===== src/rtl/data_memory_arbiter_if.sv =====
// Bundle of the core, restore, debug, ROM and data-memory signals seen by the
// data memory arbiter. slave is the arbiter's view, master the surrounding system.
interface data_memory_arbiter_if #(
   parameter int ADDR_W = 6,
   parameter int DATA_W = 32
);
   logic              core_req;
   logic [ADDR_W-1:0] core_addr;
   logic [DATA_W-1:0] core_wdata;
   logic              core_wren;
   logic              core_stall;
   logic              restore_req;
   logic              restore_busy;
   logic              restore_done;
   logic              dbg_req;
   logic [ADDR_W-1:0] dbg_addr;
   logic              dbg_ack;
   logic [DATA_W-1:0] dbg_rdata;
   logic [ADDR_W-1:0] rom_addr;
   logic [DATA_W-1:0] rom_data;
   logic [ADDR_W-1:0] mem_addr;
   logic [DATA_W-1:0] mem_wdata;
   logic              mem_wren;
   logic [DATA_W-1:0] mem_rdata;

   modport slave (
      input  core_req, core_addr, core_wdata, core_wren,
      input  restore_req, dbg_req, dbg_addr, rom_data, mem_rdata,
      output core_stall, restore_busy, restore_done, dbg_ack, dbg_rdata,
      output rom_addr, mem_addr, mem_wdata, mem_wren
   );

   modport master (
      output core_req, core_addr, core_wdata, core_wren,
      output restore_req, dbg_req, dbg_addr, rom_data, mem_rdata,
      input  core_stall, restore_busy, restore_done, dbg_ack, dbg_rdata,
      input  rom_addr, mem_addr, mem_wdata, mem_wren
   );
endinterface


===== src/rtl/data_memory_arbiter.sv =====
// Shares the single data-memory port between the core (zero-latency when idle),
// the reset-image restore sequencer and a starvation-protected debug read port.
module data_memory_arbiter #(
   parameter int ADDR_W       = 6,
   parameter int DATA_W       = 32,
   parameter int DEPTH        = 64,
   parameter int STARVE_LIMIT = 4
) (
   input logic                  clock,
   input logic                  reset,
   data_memory_arbiter_if.slave bus
);
   typedef enum logic [1:0] {IDLE, RESTORE_RD, RESTORE_WR, DBG_RD} state_t;

   localparam logic [2:0]        STARVE_MAX = 3'(STARVE_LIMIT - 1);
   localparam logic [ADDR_W-1:0] LAST_IDX   = ADDR_W'(DEPTH - 1);

   state_t            state_reg, state_next;
   logic [ADDR_W-1:0] idx_reg, idx_next;
   logic [2:0]        starve_reg, starve_next;
   logic              dbg_pend_reg;
   logic              dbg_ack_reg;
   logic              restore_done_reg;
   logic [DATA_W-1:0] dbg_rdata_reg;
   logic              dbg_live;
   logic              dbg_grant;
   logic              last_word;

   // A request already granted stays high until its ack is seen; it must not
   // be granted again nor age the starvation counter in the meantime.
   assign dbg_live  = bus.dbg_req & ~dbg_pend_reg & ~dbg_ack_reg;
   assign last_word = (idx_reg == LAST_IDX);

   always_comb begin
      state_next    = state_reg;
      idx_next      = idx_reg;
      starve_next   = starve_reg;
      dbg_grant     = 1'b0;
      bus.mem_addr  = idx_reg;
      bus.mem_wdata = '0;
      bus.mem_wren  = 1'b0;
      case (state_reg)
         IDLE: begin
            bus.mem_addr  = bus.core_addr;
            bus.mem_wdata = bus.core_wdata;
            bus.mem_wren  = bus.core_req & bus.core_wren;
            dbg_grant     = ~bus.restore_req & dbg_live
                            & (~bus.core_req | (starve_reg == STARVE_MAX));
            if (bus.restore_req) begin
               state_next = RESTORE_RD;
               idx_next   = '0;
            end else if (dbg_grant) begin
               state_next = DBG_RD;
            end
            // Saturating keeps the preemption compare valid if restores delay the grant.
            if (!dbg_live || dbg_grant) begin
               starve_next = '0;
            end else if (bus.core_req && (starve_reg != STARVE_MAX)) begin
               starve_next = starve_reg + 3'd1;
            end
         end
         RESTORE_RD: begin
            state_next = RESTORE_WR;
         end
         RESTORE_WR: begin
            bus.mem_wdata = bus.rom_data;
            bus.mem_wren  = 1'b1;
            if (last_word) begin
               idx_next   = '0;
               state_next = IDLE;
            end else begin
               idx_next = idx_reg + 1'b1;
               state_next = RESTORE_RD;
            end
         end
         DBG_RD: begin
            bus.mem_addr = bus.dbg_addr;
            state_next   = IDLE;
         end
         default: begin
            state_next = IDLE;
         end
      endcase
   end

   always_ff @(posedge clock) begin
      if (reset) begin
         state_reg        <= IDLE;
         idx_reg          <= '0;
         starve_reg       <= '0;
         dbg_pend_reg     <= 1'b0;
         dbg_ack_reg      <= 1'b0;
         dbg_rdata_reg    <= '0;
         restore_done_reg <= 1'b0;
      end else begin
         state_reg        <= state_next;
         idx_reg          <= idx_next;
         starve_reg       <= starve_next;
         // Capture needs no port, so it completes even if a restore starts meanwhile.
         dbg_pend_reg     <= (state_reg == DBG_RD);
         dbg_ack_reg      <= dbg_pend_reg;
         if (dbg_pend_reg) begin
            dbg_rdata_reg <= bus.mem_rdata;
         end
         restore_done_reg <= (state_reg == RESTORE_WR) && last_word;
      end
   end

   assign bus.core_stall   = (state_reg != IDLE);
   assign bus.restore_busy = (state_reg == RESTORE_RD) || (state_reg == RESTORE_WR);
   assign bus.restore_done = restore_done_reg;
   assign bus.dbg_ack      = dbg_ack_reg;
   assign bus.dbg_rdata    = dbg_rdata_reg;
   assign bus.rom_addr     = idx_reg;
endmodule

===== src/flat_wrapper.sv =====
// flat-port wrapper written by rule: the top's interface ports become plain ports
module data_memory_arbiter_flat 
#(
   parameter int ADDR_W       = 6,
   parameter int DATA_W       = 32,
   parameter int DEPTH        = 64,
   parameter int STARVE_LIMIT = 4
)
  (clock, reset, bus_core_req, bus_core_addr, bus_core_wdata, bus_core_wren, bus_restore_req, bus_dbg_req, bus_dbg_addr, bus_rom_data, bus_mem_rdata, bus_core_stall, bus_restore_busy, bus_restore_done, bus_dbg_ack, bus_dbg_rdata, bus_rom_addr, bus_mem_addr, bus_mem_wdata, bus_mem_wren);
  data_memory_arbiter_if #(.ADDR_W(ADDR_W), .DATA_W(DATA_W)) bus_i ();
  input logic clock;
  input logic reset;
  input wire logic [$bits(bus_i.core_req)-1:0] bus_core_req;
  input wire logic [$bits(bus_i.core_addr)-1:0] bus_core_addr;
  input wire logic [$bits(bus_i.core_wdata)-1:0] bus_core_wdata;
  input wire logic [$bits(bus_i.core_wren)-1:0] bus_core_wren;
  input wire logic [$bits(bus_i.restore_req)-1:0] bus_restore_req;
  input wire logic [$bits(bus_i.dbg_req)-1:0] bus_dbg_req;
  input wire logic [$bits(bus_i.dbg_addr)-1:0] bus_dbg_addr;
  input wire logic [$bits(bus_i.rom_data)-1:0] bus_rom_data;
  input wire logic [$bits(bus_i.mem_rdata)-1:0] bus_mem_rdata;
  output wire logic [$bits(bus_i.core_stall)-1:0] bus_core_stall;
  output wire logic [$bits(bus_i.restore_busy)-1:0] bus_restore_busy;
  output wire logic [$bits(bus_i.restore_done)-1:0] bus_restore_done;
  output wire logic [$bits(bus_i.dbg_ack)-1:0] bus_dbg_ack;
  output wire logic [$bits(bus_i.dbg_rdata)-1:0] bus_dbg_rdata;
  output wire logic [$bits(bus_i.rom_addr)-1:0] bus_rom_addr;
  output wire logic [$bits(bus_i.mem_addr)-1:0] bus_mem_addr;
  output wire logic [$bits(bus_i.mem_wdata)-1:0] bus_mem_wdata;
  output wire logic [$bits(bus_i.mem_wren)-1:0] bus_mem_wren;
  assign bus_i.core_req = bus_core_req;
  assign bus_i.core_addr = bus_core_addr;
  assign bus_i.core_wdata = bus_core_wdata;
  assign bus_i.core_wren = bus_core_wren;
  assign bus_i.restore_req = bus_restore_req;
  assign bus_i.dbg_req = bus_dbg_req;
  assign bus_i.dbg_addr = bus_dbg_addr;
  assign bus_i.rom_data = bus_rom_data;
  assign bus_i.mem_rdata = bus_mem_rdata;
  assign bus_core_stall = bus_i.core_stall;
  assign bus_restore_busy = bus_i.restore_busy;
  assign bus_restore_done = bus_i.restore_done;
  assign bus_dbg_ack = bus_i.dbg_ack;
  assign bus_dbg_rdata = bus_i.dbg_rdata;
  assign bus_rom_addr = bus_i.rom_addr;
  assign bus_mem_addr = bus_i.mem_addr;
  assign bus_mem_wdata = bus_i.mem_wdata;
  assign bus_mem_wren = bus_i.mem_wren;
  data_memory_arbiter #(.ADDR_W(ADDR_W), .DATA_W(DATA_W), .DEPTH(DEPTH), .STARVE_LIMIT(STARVE_LIMIT)) u_core (.clock(clock), .reset(reset), .bus(bus_i));
endmodule

===== config.mk =====
export PLATFORM = sky130hd
export DESIGN_NAME = data_memory_arbiter_flat
export DESIGN_NICKNAME = d
export VERILOG_FILES = /design/src/rtl/data_memory_arbiter_if.sv /design/src/rtl/data_memory_arbiter.sv /design/src/flat_wrapper.sv
export SDC_FILE = /design/constraint.sdc
export NUM_CORES = 1
export LEC_CHECK = 0
export CORE_MARGIN = 1.5
export CORE_UTILIZATION = 30
export CTS_BUF_LIST = sky130_fd_sc_hd__clkbuf_2
export DETAILED_ROUTE_END_ITERATION = 6
export PLACE_DENSITY = 0.8
export SLEW_MARGIN = 20
export SYNTH_ARGS = -nofsm -noshare
export SYNTH_HDL_FRONTEND = slang
export SYNTH_SLANG_ARGS = --single-unit

===== constraint.sdc =====
create_clock -name clock -period 1.5 [get_ports clock]
set_clock_uncertainty 0.1 [all_clocks]
set_input_delay 0.225 -clock clock [delete_from_list [all_inputs] [get_ports clock]]
set_output_delay 0.225 -clock clock [all_outputs]
set_load 0.005 [all_outputs]

==> results <==
==> tightest hold or removal path: stages <==
cell             delay (ns)
clkdlybuf4s50_1        0.39
mux2i_1                0.13
nor2_1                 0.05
==> where the power goes <==
part	internal, mW	leakage, nW	switching, mW
combinational	1.22	1.84	0.741
clock	0.293	0.0411	0.438
sequential	1.25	0.394	0.0193
==> through the flow <==
stage	setup TNS, ns	cells
2_1_floorplan	0	244
6_report	-22.78	591
5_1_grt	-25.85	591
3_3_place_gp	-16.41	546
3_5_place_dp	-17.93	546
4_1_cts	-22.18	589
==> repair_timing <==
action / 4_1_cts / 5_1_grt
setup endpoints to repair: 92 / 56
buffers inserted: 30 / 5
pin swaps: 31 / 21
gates cloned: 6 / 0
endpoints found under the hold margin: 0 / 0
hold buffers: 0 / 0
gates resized for setup: 314 / 29
==> layout by cell type, fill, tap and decap left out, types with 4 or more instances in the layout <==
master           instances
a22oi_2                  6
buf_16                   6
buf_2                   37
a21oi_2                  7
dlygate4sd2_1           36
nand2_1                 12
dfxtp_2                 42
buf_4                   35
nor2_1                  35
buf_6                   21
buf_12                   4
clkdlybuf4s50_1        113
o21ai_1                  4
mux2i_1                 32
clkbuf_2                 9
a22o_1                  32
==> cells by family after synthesis <==
group                    after synthesis  synth area share (%)
AO/OA/AOI/OAI                         61                  20.8
XOR/XNOR                               2                 0.774
adder cells (fa/ha/maj)                7                  3.87
buffers and inverters                 24                  4.59
flip-flops                            46                  40.7
multiplexers                          34                  15.1
AND/OR/NAND/NOR                       70                  14.2
==> Yosys cell counts (2+ instances only) <==
master | number | area share [%]
nand2_1 | 14 | 2.3
inv_1 | 5 | 0.83
clkbuf_1 | 9 | 1.5
nand4_1 | 2 | 0.55
buf_2 | 5 | 1.1
dfxtp_1 | 46 | 41
nand4b_1 | 3 | 1.2
o21ai_0 | 8 | 1.8
buf_1 | 4 | 0.66
a21oi_1 | 9 | 2.0
nand3_1 | 3 | 0.66
mux2i_1 | 33 | 15
a22o_1 | 32 | 12
nor2_1 | 37 | 6.1
ha_1 | 7 | 3.9
xor2_1 | 2 | 0.77
nor2b_1 | 4 | 1.1
a22oi_1 | 6 | 2.0
==> routing by layer <==
layer	vias up	share of wire, %	GRT usage [%]
li1	1377	-	-
met1	1364	38	28.0
met2	168	48	40.9
met3	33	9.7	8.54
met4	2	3.4	9.79
met5	-	0.094	0
==> cell type report <==
type | instances | share of cell area, %
clock buffer | 5 | 0.492
clock inverter | 3 | 0.960
inverter | 5 | 0.468
multi-input combinational | 174 | 28.3
sequential | 46 | 19.3
tap | 99 | 2.44
timing repair buffer | 259 | 48.0
==> worst min-delay path by stage <==
stage / start / to
6_report: bus_mem_rdata[26] / u_core.bus.dbg_rdata[26]
2_1_floorplan: bus_mem_rdata[13] / u_core.bus.dbg_rdata[13]
3_5_place_dp: u_core.starve_reg[2] / u_core.starve_reg[2]
5_1_grt: bus_mem_rdata[4] / u_core.bus.dbg_rdata[4]
3_3_place_gp: u_core.starve_reg[2] / u_core.starve_reg[2]
4_1_cts: bus_mem_rdata[27] / u_core.bus.dbg_rdata[27]
==> impl_metrics.csv <==
group,metric,value,unit
run_status,status,"complete, but fails checks",
run_status,violations,"setup timing",
floorplanning,core,7290,um^2
finish,post-route-util,69.7,%
sta,setup_ws,-0.546,ns
clock_tree,clock_latency,0.41,ns
detailed_routing,dr.pass1.iters,4,
worst_setup_path,crit_required,1.17,ns
detailed_routing,drc,0,
floorplanning,num_io_pins,195,
sta,slew_headroom,63.2,%
finish,stdcell_area,5080,um^2
clock_tree,clk_pin_slew,0.26,ns
sta,tightest_slew,0.551,ns
detailed_routing,drt_iter0_drc,115,
synthesis,synth_ff_type,"dfxtp_1",
sta,rsz0062_at_grt,"true",
floorplanning,die_area,8070,um^2
worst_setup_path,critPathArrivalTime,1.72,ns
sta,post-route-period-util,136,%
power_and_ir_drop,ir_drop,0.000460,V
global_route,grt_pass1_vias,3019,
worst_setup_path,path_cells,"buf_6 -> buf_4 -> ha_4 -> buf_6 -> a22oi_2 -> o21ai_1 -> buf_2",
synthesis,ys_types,33,
power_and_ir_drop,leakagePower,2.27,nW
global_route,grt_start_max_net_pins,34,
placement,post-place-ws,-0.405,ns
clock_tree,cts_root_buf,"clkbuf_2",
worst_hold_path,whs_path_depth,3,
floorplanning,die_x,89.9,um
global_route,track_usage,24.3,%
placement,io_buffers,194,
detailed_routing,antenna_left,0,
placement,dpl-instance-area,4490,um^2
synthesis,yosysWarnings,0,
power_and_ir_drop,power_density,780,nW/um^2
sta,whs,0.265,ns
synthesis,synthCells,244,
placement,place.gp.congestion,0.859,
global_route,overflow,0,
finish,regArea,981,um^2
worst_setup_path,path_class,"reg2out",
sta,fmax,489,MHz
detailed_routing,wire_per_inst,18.0,um
worst_setup_path,r2r_setup_slack,-0.46,ns
synthesis,synth_edf_count,0,
worst_setup_path,critPathTopFamily,"buffers and inverters",
placement,dp_hpwl,6800,um
worst_setup_path,crit_path_max_incr_delay,0.40,ns
synthesis,ys_async_sr_fraction,0,%
worst_setup_path,crit_buf_inv,4,
detailed_routing,routed_wl,10600,um
synthesis,ys_seq_area_share,40.7,%
sta,finalCriticalPeriod,2.05,ns
floorplanning,rows,31,
clock_tree,clkSinkCount,46,
floorplanning,die_y,89.9,um
finish,diodes,0,
clock_tree,cts_tree,"yes",
global_route,grt_antenna_before_repair,1,
worst_setup_path,critPathCapture,"bus_mem_addr[1]",
finish,nets,612,
sta,maxSlewViolCount,0,
worst_setup_path,crit_start,"u_core.state_reg[1]",
finish,n_fill_cell,529,
finish,largest_reg_flops,32,
worst_setup_path,crit_top_cell,"buf_6",
worst_setup_path,r2r_cells,8,
detailed_routing,num_vias,2944,
global_route,grt_pass1_wl,15700,um
clock_tree,h-tree-depth,2,
power_and_ir_drop,finalPower,3.97,mW
worst_setup_path,crit_slowest_cell,"dfxtp_2",
synthesis,syn_avg_cell_area,9.28,um^2
synthesis,netlist_area,2260,um^2
synthesis,syn-num-nets,365,
sta,finalSetupViolations,52,
worst_hold_path,hold_path.class,"in2reg",
synthesis,ys_ff_latch,46,
detailed_routing,vias_per_cell,4.98,
finish,multi_input_area,1440,um^2
floorplanning,start_util,31.0,%
worst_setup_path,start_kind,"flop",
worst_setup_path,path_max_fanout,7,
worst_setup_path,r2r-start,"u_core.state_reg[1]",
worst_setup_path,r2r-end,"u_core.bus.rom_addr[0]",
worst_setup_path,cp_num_cells,7,
clock_tree,clockBufferDepth,2,
clock_tree,numCtsBuffers,5,
finish,layout-drive-gt1-share,41.3,%
job,maxCapViolations,0,
finish,area_delta_synth_final,125,%
worst_setup_path,worst_setup_path_end_kind,"primary output",
sta,hold_viol,0,
Power figures use the tool's default switching activity.
